File: config.mk
export PLATFORM = sky130hd
export DESIGN_NAME = mul_arbiter_flat
export DESIGN_NICKNAME = d
export VERILOG_FILES = /design/src/rtl/mul_arb_pkg.sv /design/src/rtl/mul_arbiter_if.sv /design/src/rtl/mul_tag_pipe.sv /design/src/rtl/mul_arbiter.sv /design/src/flat_wrapper.sv
export SDC_FILE = /design/constraint.sdc
export NUM_CORES = 1
export LEC_CHECK = 0
export ABC_CLOCK_PERIOD_IN_PS = 4050
export CORE_AREA = 2 2 118 120
export DETAILED_ROUTE_END_ITERATION = 10
export DIE_AREA = 0 0 120 122
export SYNTH_ARGS = -nofsm -noshare
export SYNTH_HDL_FRONTEND = slang
export SYNTH_SLANG_ARGS = --single-unit
export TNS_END_PERCENT = 50
File: constraint.sdc
create_clock -name clk_i -period 4.05 [get_ports clk_i]
set_input_delay 0.81 -clock clk_i [delete_from_list [all_inputs] [get_ports clk_i]]
set_output_delay 0.81 -clock clk_i [all_outputs]
set_load 0.02 [all_outputs]
File: src/rtl/mul_arb_pkg.sv
// Shared types and constants for the two-port multiplier arbiter.
//   mul_op_e      : requester op encoding (MUL, MULH, MULHSU, MULHU)
//   tag_t         : in-flight tag carried alongside the multiplier pipeline
//   mul_opcode()  : builds the R-type instruction word for an op
package mul_arb_pkg;

    localparam int unsigned STAGES_DEFAULT = 4;
    localparam int unsigned XLEN_DEFAULT   = 32;

    localparam logic [6:0] FUNCT7_MULDIV = 7'b0000001;
    localparam logic [6:0] OPCODE_OP     = 7'b0110011;

    typedef enum logic [1:0] {
        OP_MUL    = 2'b00,
        OP_MULH   = 2'b01,
        OP_MULHSU = 2'b10,
        OP_MULHU  = 2'b11
    } mul_op_e;

    typedef struct packed {
        logic valid;
        logic id;
    } tag_t;

    // R-type word with rs1/rs2/rd fields zeroed; funct3 = {0, op}
    function automatic logic [31:0] mul_opcode(input mul_op_e op);
        return {FUNCT7_MULDIV, 5'd0, 5'd0, 1'b0, 2'(op), 5'd0, OPCODE_OP};
    endfunction

endpackage

File: src/rtl/mul_arbiter_if.sv
// Bus bundle between two requesters, the arbiter, the multiplier and the
// response consumer. Signal names carry the arbiter's point of view (_i in,
// _o out).
//   slave  : arbiter side
//   master : environment side (requesters, multiplier, response sink)
interface mul_arbiter_if #(
    parameter int unsigned XLEN = 32
);
    logic [1:0]            req_valid_i;
    logic [1:0]            req_ready_o;
    logic [1:0][1:0]       req_op_i;
    logic [1:0][XLEN-1:0]  req_a_i;
    logic [1:0][XLEN-1:0]  req_b_i;

    logic                  mul_valid_o;
    logic [31:0]           mul_opcode_o;
    logic [XLEN-1:0]       mul_ra_o;
    logic [XLEN-1:0]       mul_rb_o;
    logic                  mul_hold_o;
    logic [XLEN-1:0]       mul_result_i;

    logic                  rsp_valid_o;
    logic                  rsp_ready_i;
    logic                  rsp_id_o;
    logic [XLEN-1:0]       rsp_data_o;

    logic                  busy_o;

    modport slave (
        input  req_valid_i, req_op_i, req_a_i, req_b_i, mul_result_i, rsp_ready_i,
        output req_ready_o, mul_valid_o, mul_opcode_o, mul_ra_o, mul_rb_o,
               mul_hold_o, rsp_valid_o, rsp_id_o, rsp_data_o, busy_o
    );

    modport master (
        output req_valid_i, req_op_i, req_a_i, req_b_i, mul_result_i, rsp_ready_i,
        input  req_ready_o, mul_valid_o, mul_opcode_o, mul_ra_o, mul_rb_o,
               mul_hold_o, rsp_valid_o, rsp_id_o, rsp_data_o, busy_o
    );

endinterface

File: src/rtl/mul_tag_pipe.sv
// STAGES-deep (valid, id) shift register that tracks which requester owns
// each multiplier pipeline slot.
//   i_clk   : clock
//   i_clr   : synchronous clear of all slots (wins over advance)
//   i_adv   : shift one slot; slots hold when low
//   i_tag   : tag entering slot 0
//   o_last  : tag in the final slot (registered)
//   o_any_c : OR of all slot valids (combinational)
module mul_tag_pipe
    import mul_arb_pkg::*;
#(
    parameter int unsigned STAGES = STAGES_DEFAULT
) (
    input  logic i_clk,
    input  logic i_clr,
    input  logic i_adv,
    input  tag_t i_tag,
    output tag_t o_last,
    output logic o_any_c
);

    logic [STAGES-1:0] r_valid;
    logic [STAGES-1:0] r_id;

    // Bit 0 is the newest slot; shifting left ages every slot together
    always_ff @(posedge i_clk) begin
        if (i_clr) begin
            r_valid <= '0;
            r_id    <= '0;
        end else if (i_adv) begin
            r_valid <= (r_valid << 1) | STAGES'(i_tag.valid);
            r_id    <= (r_id << 1)    | STAGES'(i_tag.id);
        end
    end

    assign o_last  = '{valid: r_valid[STAGES-1], id: r_id[STAGES-1]};
    assign o_any_c = |r_valid;

endmodule

File: src/rtl/mul_arbiter.sv
// Round-robin arbiter sharing one pipelined multiplier between two
// requesters, returning results in issue order with backpressure.
//   clk_i  : clock
//   rst_ni : synchronous active-low reset
//   bus    : requester, multiplier and response signals (slave side)
//            req_*  - per-requester valid/ready, op, operands
//            mul_*  - issue strobe, opcode, operands, hold, result
//            rsp_*  - response valid/ready, requester id, data
//            busy_o - any operation in flight
module mul_arbiter
    import mul_arb_pkg::*;
#(
    parameter int unsigned STAGES = STAGES_DEFAULT,
    parameter int unsigned XLEN   = XLEN_DEFAULT
) (
    input  logic          clk_i,
    input  logic          rst_ni,
    mul_arbiter_if.slave  bus
);

    logic            r_ptr;
    logic            r_init;

    logic            w_gate;
    logic            w_rsp_valid;
    logic            w_hold;
    logic            w_accept;
    logic            w_gnt_id;
    mul_op_e         w_op;
    logic [XLEN-1:0] w_ra;
    logic [XLEN-1:0] w_rb;
    tag_t            w_new_tag;
    tag_t            w_last;
    logic            w_any;

    // Pointer names the preferred requester; r_init marks the first cycle after reset
    always_ff @(posedge clk_i) begin
        if (!rst_ni) begin
            r_ptr  <= 1'b0;
            r_init <= 1'b1;
        end else begin
            r_init <= 1'b0;
            if (w_accept) begin
                r_ptr <= ~w_gnt_id;
            end
        end
    end

    // All outputs stay quiet while reset is low and for one cycle after
    assign w_gate      = rst_ni & ~r_init;
    assign w_rsp_valid = w_gate & w_last.valid;
    assign w_hold      = w_rsp_valid & ~bus.rsp_ready_i;

    // Grant the preferred requester, else the other; nothing while held
    always_comb begin
        w_accept = 1'b0;
        w_gnt_id = r_ptr;
        if (w_gate && !w_hold) begin
            if (bus.req_valid_i[r_ptr]) begin
                w_accept = 1'b1;
            end else if (bus.req_valid_i[~r_ptr]) begin
                w_accept = 1'b1;
                w_gnt_id = ~r_ptr;
            end
        end
    end

    assign w_op = mul_op_e'(bus.req_op_i[w_gnt_id]);
    assign w_ra = w_accept ? bus.req_a_i[w_gnt_id] : '0;
    assign w_rb = w_accept ? bus.req_b_i[w_gnt_id] : '0;

    assign bus.req_ready_o  = w_accept ? (2'b01 << w_gnt_id) : 2'b00;
    assign bus.mul_valid_o  = w_accept;
    assign bus.mul_opcode_o = w_accept ? mul_opcode(w_op) : 32'd0;
    assign bus.mul_ra_o     = w_ra;
    assign bus.mul_rb_o     = w_rb;
    assign bus.mul_hold_o   = w_hold;

    assign w_new_tag = '{valid: w_accept, id: w_gnt_id};

    // Tags mirror the multiplier pipeline and freeze with it
    mul_tag_pipe #(
        .STAGES (STAGES)
    ) u_tag_pipe (
        .i_clk   (clk_i),
        .i_clr   (~rst_ni),
        .i_adv   (~w_hold),
        .i_tag   (w_new_tag),
        .o_last  (w_last),
        .o_any_c (w_any)
    );

    assign bus.rsp_valid_o = w_rsp_valid;
    assign bus.rsp_id_o    = w_gate & w_last.id;
    assign bus.rsp_data_o  = w_gate ? bus.mul_result_i : '0;
    assign bus.busy_o      = w_gate & w_any;

endmodule

File: src/flat_wrapper.sv
// flat-port wrapper written by rule: the top's interface ports become plain ports
module mul_arbiter_flat import mul_arb_pkg::*;
#(
    parameter int unsigned STAGES = STAGES_DEFAULT,
    parameter int unsigned XLEN   = XLEN_DEFAULT
)
  (clk_i, rst_ni, bus_req_valid_i, bus_req_op_i, bus_req_a_i, bus_req_b_i, bus_mul_result_i, bus_rsp_ready_i, bus_req_ready_o, bus_mul_valid_o, bus_mul_opcode_o, bus_mul_ra_o, bus_mul_rb_o, bus_mul_hold_o, bus_rsp_valid_o, bus_rsp_id_o, bus_rsp_data_o, bus_busy_o);
  mul_arbiter_if #(.XLEN(XLEN)) bus_i ();
  input  logic clk_i;
  input  logic rst_ni;
  input wire logic [$bits(bus_i.req_valid_i)-1:0] bus_req_valid_i;
  input wire logic [$bits(bus_i.req_op_i)-1:0] bus_req_op_i;
  input wire logic [$bits(bus_i.req_a_i)-1:0] bus_req_a_i;
  input wire logic [$bits(bus_i.req_b_i)-1:0] bus_req_b_i;
  input wire logic [$bits(bus_i.mul_result_i)-1:0] bus_mul_result_i;
  input wire logic [$bits(bus_i.rsp_ready_i)-1:0] bus_rsp_ready_i;
  output wire logic [$bits(bus_i.req_ready_o)-1:0] bus_req_ready_o;
  output wire logic [$bits(bus_i.mul_valid_o)-1:0] bus_mul_valid_o;
  output wire logic [$bits(bus_i.mul_opcode_o)-1:0] bus_mul_opcode_o;
  output wire logic [$bits(bus_i.mul_ra_o)-1:0] bus_mul_ra_o;
  output wire logic [$bits(bus_i.mul_rb_o)-1:0] bus_mul_rb_o;
  output wire logic [$bits(bus_i.mul_hold_o)-1:0] bus_mul_hold_o;
  output wire logic [$bits(bus_i.rsp_valid_o)-1:0] bus_rsp_valid_o;
  output wire logic [$bits(bus_i.rsp_id_o)-1:0] bus_rsp_id_o;
  output wire logic [$bits(bus_i.rsp_data_o)-1:0] bus_rsp_data_o;
  output wire logic [$bits(bus_i.busy_o)-1:0] bus_busy_o;
  assign bus_i.req_valid_i = bus_req_valid_i;
  assign bus_i.req_op_i = bus_req_op_i;
  assign bus_i.req_a_i = bus_req_a_i;
  assign bus_i.req_b_i = bus_req_b_i;
  assign bus_i.mul_result_i = bus_mul_result_i;
  assign bus_i.rsp_ready_i = bus_rsp_ready_i;
  assign bus_req_ready_o = bus_i.req_ready_o;
  assign bus_mul_valid_o = bus_i.mul_valid_o;
  assign bus_mul_opcode_o = bus_i.mul_opcode_o;
  assign bus_mul_ra_o = bus_i.mul_ra_o;
  assign bus_mul_rb_o = bus_i.mul_rb_o;
  assign bus_mul_hold_o = bus_i.mul_hold_o;
  assign bus_rsp_valid_o = bus_i.rsp_valid_o;
  assign bus_rsp_id_o = bus_i.rsp_id_o;
  assign bus_rsp_data_o = bus_i.rsp_data_o;
  assign bus_busy_o = bus_i.busy_o;
  mul_arbiter #(.STAGES(STAGES), .XLEN(XLEN)) u_core (.clk_i(clk_i), .rst_ni(rst_ni), .bus(bus_i));
endmodule
Word level (Yosys, flattened, before mapping)
Index checks and enable logic that the tools add are counted.
{"block": "op_classes", "order_cmp": 3, "n_shift": 1, "mux": 22, "bitwise_logic": 11, "reduce_logical": 3}
{"cell": "$mux W32", "count": 7}
{"cell": "$mux W26", "count": 1}
{"cell": "$mux W1", "count": 11}
{"cell": "$or A4 B1 Y4", "count": 2}
{"cell": "$lt A1 B2 Y1 const B", "count": 3}
{"cell": "$mux W2", "count": 3}
{"cell": "$and A1 B1 Y1", "count": 5}
{"cell": "$not A1 Y1", "count": 4}
{"cell": "$reduce_or A4 Y1", "count": 1}
{"cell": "$shl A1 B1 Y2 const A", "count": 1}
{"cell": "$logic_and A1 B1 Y1", "count": 1}
{"cell": "$logic_not A1 Y1", "count": 1}
{"block": "totals", "ff_bits": 10, "out_inout_bits": 135}

Logic depth before layout (Yosys ltp)
{"block": "depth", "word_depth": 10, "ltp_mapped": 6, "mapped_depth_nobuf": 3}

Modules after synthesis
Synthesis repeated with hierarchy kept, for this count alone.
{"block": "unflattened", "cells_unflattened": 282, "area_unflattened_um2": 1903.1}
{"mod": "mul_arbiter", "instances": 1, "cells_each": 253, "area_per_inst_um2": 1599.0}
{"mod": "mul_tag_pipe", "instances": 1, "cells_each": 29, "area_per_inst_um2": 304.0}

Least setup slack after synthesis
Ideal clock, no wire load.
{"block": "synth_timing", "path_type": "input port to output port", "startpoint": "in bus_rsp_ready_i", "endpoint": "out bus_mul_opcode_o[0]", "t_arrival_ps": 2153, "required_ps": 3240, "setup_slack_ps": 1087, "stages": 6, "cell_sequence": "nand2b_1 nand2_1 buf_2 buf_2 nor2_1 buf_4"}
{"block": "synth_between", "elab_chain_cells": 6}
{"element": "start, declared", "line_no": "flat_wrapper.sv:16", "text": "input wire logic [$bits(bus_i.rsp_ready_i)-1:0] bus_rsp_ready_i;"}
{"element": "$not A1 Y1", "line_no": "mul_arbiter.sv:52", "text": "assign w_hold = w_rsp_valid & ~bus.rsp_ready_i;"}
{"element": "$and A1 B1 Y1", "line_no": "mul_arbiter.sv:52"}
{"element": "$logic_not A1 Y1", "line_no": "mul_arbiter.sv:58", "text": "if (w_gate && !w_hold) begin"}
{"element": "$logic_and A1 B1 Y1", "line_no": "mul_arbiter.sv:58"}
{"element": "$mux W1", "line_no": "mul_arbiter.sv:58"}
{"element": "net bus_mul_valid_o", "line_no": "flat_wrapper.sv:18", "text": "output wire logic [$bits(bus_i.mul_valid_o)-1:0] bus_mul_valid_o;"}
{"element": "$mux W26", "line_no": "mul_arbiter.sv:74", "text": "assign bus.mul_opcode_o = w_accept ? mul_opcode(w_op) : 32'd0;"}
{"element": "end, declared", "line_no": "flat_wrapper.sv:19", "text": "output wire logic [$bits(bus_i.mul_opcode_o)-1:0] bus_mul_opcode_o;"}
The timed path passes the listed nets, and every way through them passes these cells.

Final worst setup path
{"block": "layout_timing", "startpoint": "in bus_req_valid_i[0]", "endpoint": "out bus_mul_ra_o[17]"}
{"block": "layout_between", "elab_chain_cells": 8}
{"element": "start, declared", "line_no": "flat_wrapper.sv:11", "text": "input wire logic [$bits(bus_i.req_valid_i)-1:0] bus_req_valid_i;"}
{"element": "$mux W1 (implied by the code) (2 in a row)", "line_no": "mul_arbiter.sv:61", "text": "end else if (bus.req_valid_i[~r_ptr]) begin"}
{"element": "$mux W1", "line_no": "mul_arbiter.sv:61"}
{"element": "$mux W1", "line_no": "mul_arbiter.sv:59", "text": "if (bus.req_valid_i[r_ptr]) begin"}
{"element": "$mux W1", "line_no": "mul_arbiter.sv:58"}
{"element": "$mux W32 (implied by the code) (2 in a row)", "line_no": "mul_arbiter.sv:69", "text": "assign w_ra = w_accept ? bus.req_a_i[w_gnt_id] : '0;"}
{"element": "$mux W32 *", "line_no": "mul_arbiter.sv:69"}
{"element": "end, declared", "line_no": "flat_wrapper.sv:20", "text": "output wire logic [$bits(bus_i.mul_ra_o)-1:0] bus_mul_ra_o;"}
Every way passes the cells marked *; elsewhere a longest branch is shown, timed or not. The select of a mux whose other input is x is not followed.

==> out/results.ini <==
[run_status]
status = finished clean

[place]
placed_cells = 705
io_buffers = 278
hpwl_um = 8160
placed_cell_area_mm2 = 0.00468
gp_congestion = 0.727

[drt]
drc_errors = 0
drtIter0Drc = 118
vias = 3031
routedWlPerCell_um = 14.3
dr.pass1.iters = 4
wirelength_um = 10200
antenna_left = 0
routed_via_density = 4.28

[clock_tree]
htree_num_levels = 1
cts_buffers = 3
clock-sinks = 10
ctsHoldBuffers = 0
cts-root-buf = clkbuf_16
clk_pin_slew_ps = 40
cts-resized-gates = 0
cts_tree = built
clk_path_buf_depth = 2
clk_latency_ps = 240
post-cts-setup-buffers = 0

[floorplanning]
die_area_mm2 = 0.0146
die_h_um = 122
rows = 43
start_util_pct = 13.7
ioPinCount = 304
die_x_um = 120
core_area_mm2 = 0.0135

[finish]
design_area_mm2 = 0.00477
syn2layout_area_growth_pct = 157
antennaDiodeCount = 0
nets = 699
layoutNonFillerInstCount = 709
drive_gt1_share_pct = 3.78

[logic_synthesis]
syn_area_mm2 = 0.00186
yosysMostFrequentCell = nor2_1
synth-edff-count = 0
synthArstFlopShare_pct = 0
synthTopCellsByArea = a32oi_1 (31%), nor2_1 (16%), buf_4 (14%)
yosys.area.top_type_share_pct = 31.1
netlist_instances = 278
yosys_warnings = 0
synth_cell_types = 27
yosysSeqAreaShare_pct = 10.8
ys_ff_latch = 10
yosys-top-cells-count = nor2_1 (77), a32oi_1 (66), and2_1 (34), buf_4 (34), clkbuf_1 (16)
synth_ff_type = dfxtp_1
syn_avg_cell_area_um2 = 6.68
synth_top_cell_by_area = a32oi_1

[pwr]
p_leak_nw = 1.67
ir_worst_vdd_mv = 0.117
p_per_area_mw_per_mm2 = 161

[timing]
finalCriticalPeriod_ps = 3620
finalSetupViolCount = 0
hold_viol = 0
finalClockSkew_ps = 0.412
rsz0062_at_grt = no
tns_ps = 0
slew_viol_final = 0
clock.fmax_ghz = 0.276
fin_crit_sh_pct = 89.5

[critical_path]
critPathCapture = bus_mul_ra_o[17]
timing.rr.start = u_core.u_tag_pipe.r_valid[3]$_SDFFE_PN0N_
cp_max_fo = 24
reg2regPathDepth = 4
end_kind = primary output
rrSetupSlack_ps = 2680
startpoint = bus_req_valid_i[0]
r2r_end = u_core.u_tag_pipe.r_valid[0]$_SDFFE_PN0N_
cp-start-kind = input pin
cp_data_required_time_ps = 3240
setup.worst_path.class = input pin to primary output
arrival_ps = 2810

[global_routing]
grt_pass1_wl_um = 14900
grt_busiest_layer = met2
grt_max_degree = 52
track_usage_pct = 12.3
grt_pass1_vias = 2819
globalRouteMet1Util_pct = 15.1
grt-ovfl-total = 0
met2_usage_pct = 22.6
met3_usage_pct = 2.72
antenna_found_initial = 0

[hold_path]
hold_class = flop to flop
worstHoldStart = u_core.u_tag_pipe.r_valid[0]$_SDFFE_PN0N_

[job]
drv_cap = 0

cell families (layout without fill, tap and decap cells):
group | Yosys count | after routing | synth area share [%]
AO/OA/AOI/OAI | 74 | 74 | 34.4
multiplexers | 5 | 5 | 2.70
other | 1 | 25 | 0.202
AND/OR/NAND/NOR | 123 | 123 | 31.1
flip-flops | 10 | 10 | 10.8
buffers and inverters | 65 | 292 | 20.8
power breakdown:
group / leakage (nW) / switching, W / internal (W)
registers: 0.0817 / 0.00000336 / 0.000102
logic: 1.54 / 0.000204 / 0.000263
clock network: 0.0442 / 0.0000478 / 0.000149
total: 1.67 / 0.000255 / 0.000514
placed cells by master, fill, tap and decap left out, drive strengths merged:
cell           synthesis  final
a211o                  1      1
a21boi                 1      1
a21oi                  1      1
a31oi                  1      1
a32oi                 66     66
a41o                   1      1
and2                  34     34
and3                   1      1
and4bb                 1      1
buf                   48     10
clkbuf                16      4
clkdlybuf4s50          0    277
conb                   1     25
dfxtp                 10     10
inv                    1      1
mux2i                  5      5
nand2                  3      3
nand2b                 3      3
nor2                  77     77
nor2b                  1      1
nor3                   1      1
nor4                   1      1
o211ai                 1      1
o21ai                  1      1
o31ai                  1      1
or3b                   1      1
stage by stage:
stage	setup WS (ps)	power, W	utilization [%]	hold slack, ps
final	425	0.000769	35.3	495
after global routing	276	0.000809	35.3	518
after CTS	397	0.000775	35.3	501
after detailed placement	400	0.000574	34.7	493
after global placement	434	0.000568	34.7	472
after floorplan	1090	0.000319	-	448
sequential cells by signal (all words and copies together), names as in the netlist:
| signal | count |
|---|---|
| u_core.u_tag_pipe.r_valid | 4 |
| u_core.r_init | 1 |
| u_core.r_ptr | 1 |
| u_core.u_tag_pipe.r_id | 4 |
worst max-delay path, cell delays in order:
cell and delay [ps]:
clkdlybuf4s50_1 580, a21boi_4 250, buf_4 300, a32oi_1 80, nor2_1 160, clkdlybuf4s50_1 630
worst min path at each step:
stage,to,depth (start not counted)
2_1_floorplan,u_core.u_tag_pipe.r_valid[0]$_SDFFE_PN0N_,2
3_3_place_gp,u_core.u_tag_pipe.r_id[3]$_SDFFE_PN0N_,2
3_5_place_dp,u_core.u_tag_pipe.r_valid[3]$_SDFFE_PN0N_,2
4_1_cts,u_core.u_tag_pipe.r_valid[0]$_SDFFE_PN0N_,2
5_1_grt,u_core.u_tag_pipe.r_valid[3]$_SDFFE_PN0N_,2
6_report,u_core.u_tag_pipe.r_valid[0]$_SDFFE_PN0N_,2
routing by layer:
layer,routed length [um],part of all wire [%]
met5,0,0
met4,76,0.75
met3,774,7.6
met2,5300,52
met1,4010,39
area by class of cell:
type / count / area [um^2]
Multi-Input combinational cell: 227 / 1370
Inverter: 1 / 3.75
Clock buffer: 4 / 88.8
Tap cell: 180 / 225
Fill cell: 1418 / 8730
Timing Repair Buffer: 287 / 2880
Sequential cell: 10 / 200
(Power assumes the default switching activity.)
